$ cat src/rtl/datapath_core.sv
// 16-bit RISC datapath: 8-entry register file, A/B operand registers, shifter on B,
// operand muxes, 4-function ALU, result register C and registered zero flag.
module datapath_core #(
    parameter int unsigned DATA_W = 16
) (
    input  logic              clk,
    input  logic              rst_n,
    input  logic [DATA_W-1:0] datapath_in,
    input  logic              vsel,
    input  logic [2:0]        writenum,
    input  logic              write,
    input  logic [2:0]        readnum,
    input  logic              loada,
    input  logic              loadb,
    input  logic [1:0]        shift,
    input  logic              asel,
    input  logic              bsel,
    input  logic [1:0]        ALUop,
    input  logic              loadc,
    input  logic              loads,
    output logic              status,
    output logic [DATA_W-1:0] datapath_out
);

    localparam int unsigned IMM_W = 5;
    localparam int unsigned NREG  = 8;

    logic [DATA_W-1:0] rf_q [NREG];
    logic [DATA_W-1:0] a_q, b_q, c_q;
    logic              status_q;

    logic [DATA_W-1:0] data_in_c;
    logic [DATA_W-1:0] data_out_c;
    logic [DATA_W-1:0] b_shift_c;
    logic [DATA_W-1:0] ain_c, bin_c;
    logic [DATA_W-1:0] alu_c;
    logic              zero_c;

    assign data_in_c  = vsel ? datapath_in : c_q;
    assign data_out_c = rf_q[readnum];

    // Shifter on B
    always_comb begin
        b_shift_c = b_q;
        unique case (shift)
            2'b00: b_shift_c = b_q;
            2'b01: b_shift_c = {b_q[DATA_W-2:0], 1'b0};
            2'b10: b_shift_c = {1'b0, b_q[DATA_W-1:1]};
            2'b11: b_shift_c = {b_q[DATA_W-1], b_q[DATA_W-1:1]};
            default: b_shift_c = b_q;
        endcase
    end

    assign ain_c = asel ? '0 : a_q;
    assign bin_c = bsel ? DATA_W'(datapath_in[IMM_W-1:0]) : b_shift_c;

    always_comb begin
        alu_c = '0;
        unique case (ALUop)
            2'b00: alu_c = ain_c + bin_c;
            2'b01: alu_c = ain_c - bin_c;
            2'b10: alu_c = ain_c & bin_c;
            2'b11: alu_c = ~bin_c;
            default: alu_c = '0;
        endcase
    end

    assign zero_c = (alu_c == '0);

    // Register file; reads are combinational so same-edge loads see the old value
    always_ff @(posedge clk or negedge rst_n) begin
        if (!rst_n) begin
            for (int i = 0; i < int'(NREG); i++) begin
                rf_q[i] <= '0;
            end
        end else if (write) begin
            rf_q[writenum] <= data_in_c;
        end
    end

    always_ff @(posedge clk or negedge rst_n) begin
        if (!rst_n) begin
            a_q      <= '0;
            b_q      <= '0;
            c_q      <= '0;
            status_q <= 1'b0;
        end else begin
            if (loada) a_q      <= data_out_c;
            if (loadb) b_q      <= data_out_c;
            if (loadc) c_q      <= alu_c;
            if (loads) status_q <= zero_c;
        end
    end

    assign status       = status_q;
    assign datapath_out = c_q;

endmodule

$ cat config.mk
export PLATFORM = sky130hd
export DESIGN_NAME = datapath_core
export DESIGN_NICKNAME = d
export VERILOG_FILES = /design/src/rtl/datapath_core.sv
export SDC_FILE = /design/constraint.sdc
export NUM_CORES = 1
export LEC_CHECK = 0
export CAP_MARGIN = 10
export CORE_MARGIN = 4
export CORE_UTILIZATION = 45
export DETAILED_ROUTE_END_ITERATION = 7
export GPL_TIMING_DRIVEN = 1
export SYNTH_ARGS = -nofsm -noshare
export SYNTH_HDL_FRONTEND = slang
export SYNTH_SLANG_ARGS = --single-unit
$ cat constraint.sdc
create_clock -name clk -period 7.3 [get_ports clk]
set_input_delay 1.46 -clock clk [delete_from_list [all_inputs] [get_ports clk]]
set_output_delay 1.46 -clock clk [all_outputs]
set_load 0.05 [all_outputs]
==> results.yml <==
sta:
  fin_crit_sh_pct: 77.1
  rsz0062_at_grt: "false"
  max_freq_mhz: 178
  skew_ns: 0.0105
  slew_viol_final: 0
  maxSlewHeadroom_pct: 26.2
  hold_violations: 0
  setup_violations: 0
  worst_slew_pin_slew_ns: 1.10
  setup_tns_ns: 0
  period_needed_ns: 5.62
logic_synthesis:
  synthSimpleGateAreaFrac_pct: 14.7
  synth_common_cells: "dfrtp_1 (177), nor2_1 (126), a21oi_1 (122), nand2_1 (77), o21ai_0 (76)"
  synth-compound-area-share_pct: 16.8
  synth_mux_area_share_pct: 14.2
  synth_top_area_share_pct: 46.4
  synth-seq-cells: 177
  yosysSeqAreaShare_pct: 46.4
  syn_area_um2: 9540
  async_flop_share_pct: 100
  synth_top_family_by_area: "compound AO/OA/AOI/OAI gates"
  synth_cell_types: 68
  synth.avg_cell_area_um2: 10.1
  synth_nets: 1000
  synthAdderAreaFrac_pct: 2.44
  synth_edf_count: 0
  ys.flop_type: "dfrtp_1"
  ys_top_cells_by_area: "dfrtp_1 (46%), mux4_2 (7.6%), a21oi_1 (6.4%), mux2i_1 (5.4%), nor2_1 (5.0%)"
  post-synth-top-count-cell: "dfrtp_1"
  synth_warnings: 0
  synth-xor-area-share_pct: 2.02
  netlist_instances: 946
  yosys.area.top_type: "dfrtp_1"
final_layout:
  drive_gt1_share_pct: 12.0
  syn2layout_area_growth_pct: 14.3
  num_antenna_cells: 0
  nFillCells: 1877
  nets: 1031
  final_area_um2: 10900
floorplanning:
  core_um2: 20600
  die_w_um: 154
  die_h_um: 154
  initial_core_util_pct: 46.4
  die_area_um2: 23600
  ios: 53
  row_count: 52
global_routing:
  grt_pass1_vias: 6767
  antenna_found_initial: 0
  grt-ovfl-total: 0
  grt_max_degree: 119
  grt_usage_pct: 20.7
  grt_pass1_wl_mm: 38.5
setup_path:
  r2r_setup_slack_ns: 3.22
  critPathLaunchType: "primary input"
  r2r-end: "status"
  critPathTopFamily: "compound AO/OA/AOI/OAI gates"
  critPathMaxStageDelay_ns: 0.84
  path_max_fanout: 14
  critPathRequiredTime_ns: 7.63
  reg2reg_depth: 16
  worst_ep_arrival_time_ns: 5.96
  worstSetupPathType: "primary input to flip-flop"
  crit_buf_inv: 1
  worst_setup_path_end_kind: "flip-flop"
  reg2reg_from: "b_q[2]"
  crit_chain: "clkdlybuf4s50_1 -> mux2i_1 -> a221o_1 -> ha_1 -> and2_1 -> nand2_1 -> o21ai_0 -> xor2_1 -> ha_1 -> a211o_1 -> or2_1 -> o221ai_2 -> o32ai_1 -> o41ai_2 -> xor2_1 -> mux2i_1 -> o41ai_2"
  slowest_stage: "clkdlybuf4s50_1"
place:
  gp_congestion: 0.898
  numPortBuffers: 52
  placed_area_um2: 10300
  hpwl_mm: 16.5
routing:
  first_iter_violations: 412
  viasPerCell: 5.54
  first_pass_iters: 5
  dr_total_vias: 6976
  wirelength_mm: 24.5
  drtAntennaViolNets: 0
  routedWlPerCell_um: 19.4
  drc: 0
outcome:
  status: "complete, no violations"
clocking:
  clk_latency_ns: 0.43
  cts_tree: "done"
  cts.path.max_buffers: 2
  root_buffer: "clkbuf_16"
  cts_buffers: 17
  cts.reportedPaths.clkPinSlew_ns: 0.07
  cts_hold_buf: 0
  post_cts_resized: 0
  cts_sinks: 177
  htree_levels: 4
  cts_setup_buffers: 0
worst_hold_path:
  min-delay-path-class: "flip-flop to flip-flop"
  hold_start: "rf_q[3]"
  holdPathEnd: "rf_q[3]"
  hold_depth: 2
power_and_ir_drop:
  peakVddDrop_mv: 0.178
  p_leak_uw: 0.00465
  p_per_area_nw_per_um2: 314
flow_run:
  maxCapViolations: 0
[cell type report]
cell class                      instances  area, um^2  share of cell area (%)
Timing Repair Buffer                   70         652                    5.98
Multi-Input combinational cell        698        4810                    44.2
Sequential cell                       177        4430                    40.6
Clock buffer                           19         453                    4.15
Inverter                               13        48.8                   0.448
Clock inverter                         13         169                    1.55
Tap cell                              270         338                    3.10
[layout by cell type, fill, tap and decap left out, types with 4 or more instances in the layout]
master,instances
dfrtp_1,177
nor2_1,126
a21oi_1,122
nand2_1,77
o21ai_0,76
mux2i_1,51
clkdlybuf4s50_1,50
mux4_2,32
nor2b_1,32
buf_4,18
ha_1,17
clkbuf_16,17
nand2b_1,12
xnor2_1,12
inv_1,10
xor2_1,10
nor3b_1,9
a21o_1,9
mux2_2,9
a211oi_2,8
o211ai_1,6
nand3_1,5
a211oi_1,5
inv_6,5
nand4b_1,4
nand4_1,4
and2_1,4
or3_1,4
[kinds of logic (layout without fill, tap and decap cells)]
group	count (synthesis)	after routing
DFF	177	177
adders and majority gates	18	18
buffers and inverters	71	115
AOI/OAI and AO/OA	265	265
muxes	94	94
xor gates and xnor gates	22	22
and+or+nand+nor	299	299
[how the worst max path moves through the flow]
stage	startpoint	to	cells past startpoint
floorplan	ALUop[0]	status	16
global placement	shift[0]	status	17
detailed placement	shift[0]	status	17
CTS	shift[0]	status	17
global route	shift[0]	status	16
finish	shift[0]	status	17
[routing by layer]
metal / track usage (%) / vias to the layer above / share of wire [%]
li1: - / 3450 / -
met1: 30.0 / 3412 / 48
met2: 33.0 / 91 / 47
met3: 3.18 / 23 / 2.7
met4: 5.00 / 0 / 1.7
met5: 0 / - / 0
[worst reg2reg max path, stage by stage, from the launching register on]
cell and delay, ns:
dfrtp_1 0.43, nor3b_1 0.20, a221o_1 0.26, ha_1 0.20, and2_1 0.20, nand2_1 0.12
o21ai_0 0.21, xor2_1 0.17, ha_1 0.29, a211o_1 0.31, or2_1 0.23, o221ai_2 0.25
o32ai_1 0.18, o41ai_2 0.32, xor2_1 0.17, mux2i_1 0.13, o41ai_2 0.32
[sequential cells by signal (all words and copies together) (netlist names)]
signal and count:
datapath_out 16, status 1, rf_q 128, b_q 16, a_q 16
[power breakdown]
group / switching (uW) / internal (uW) / total (uW) / leakage [uW]
combinational: 609 / 448 / 1060 / 0.00226
sequential: 165 / 1230 / 1400 / 0.00209
clock: 425 / 539 / 964 / 0.000300
[stage by stage]
stage	worst slack, ns	utilization (%)	total power [uW]	hold WS (ns)	instances
after floorplan	2.29	-	2130	0.445	946
after detailed placement	1.25	50.0	2470	0.466	1228
final	1.68	53.0	3420	0.478	1260
after CTS	1.70	53.0	3440	0.481	1260
after global routing	1.35	53.0	3610	0.502	1260
after global placement	1.32	50.0	2450	0.456	1228
Power figures use the tool's default switching activity.
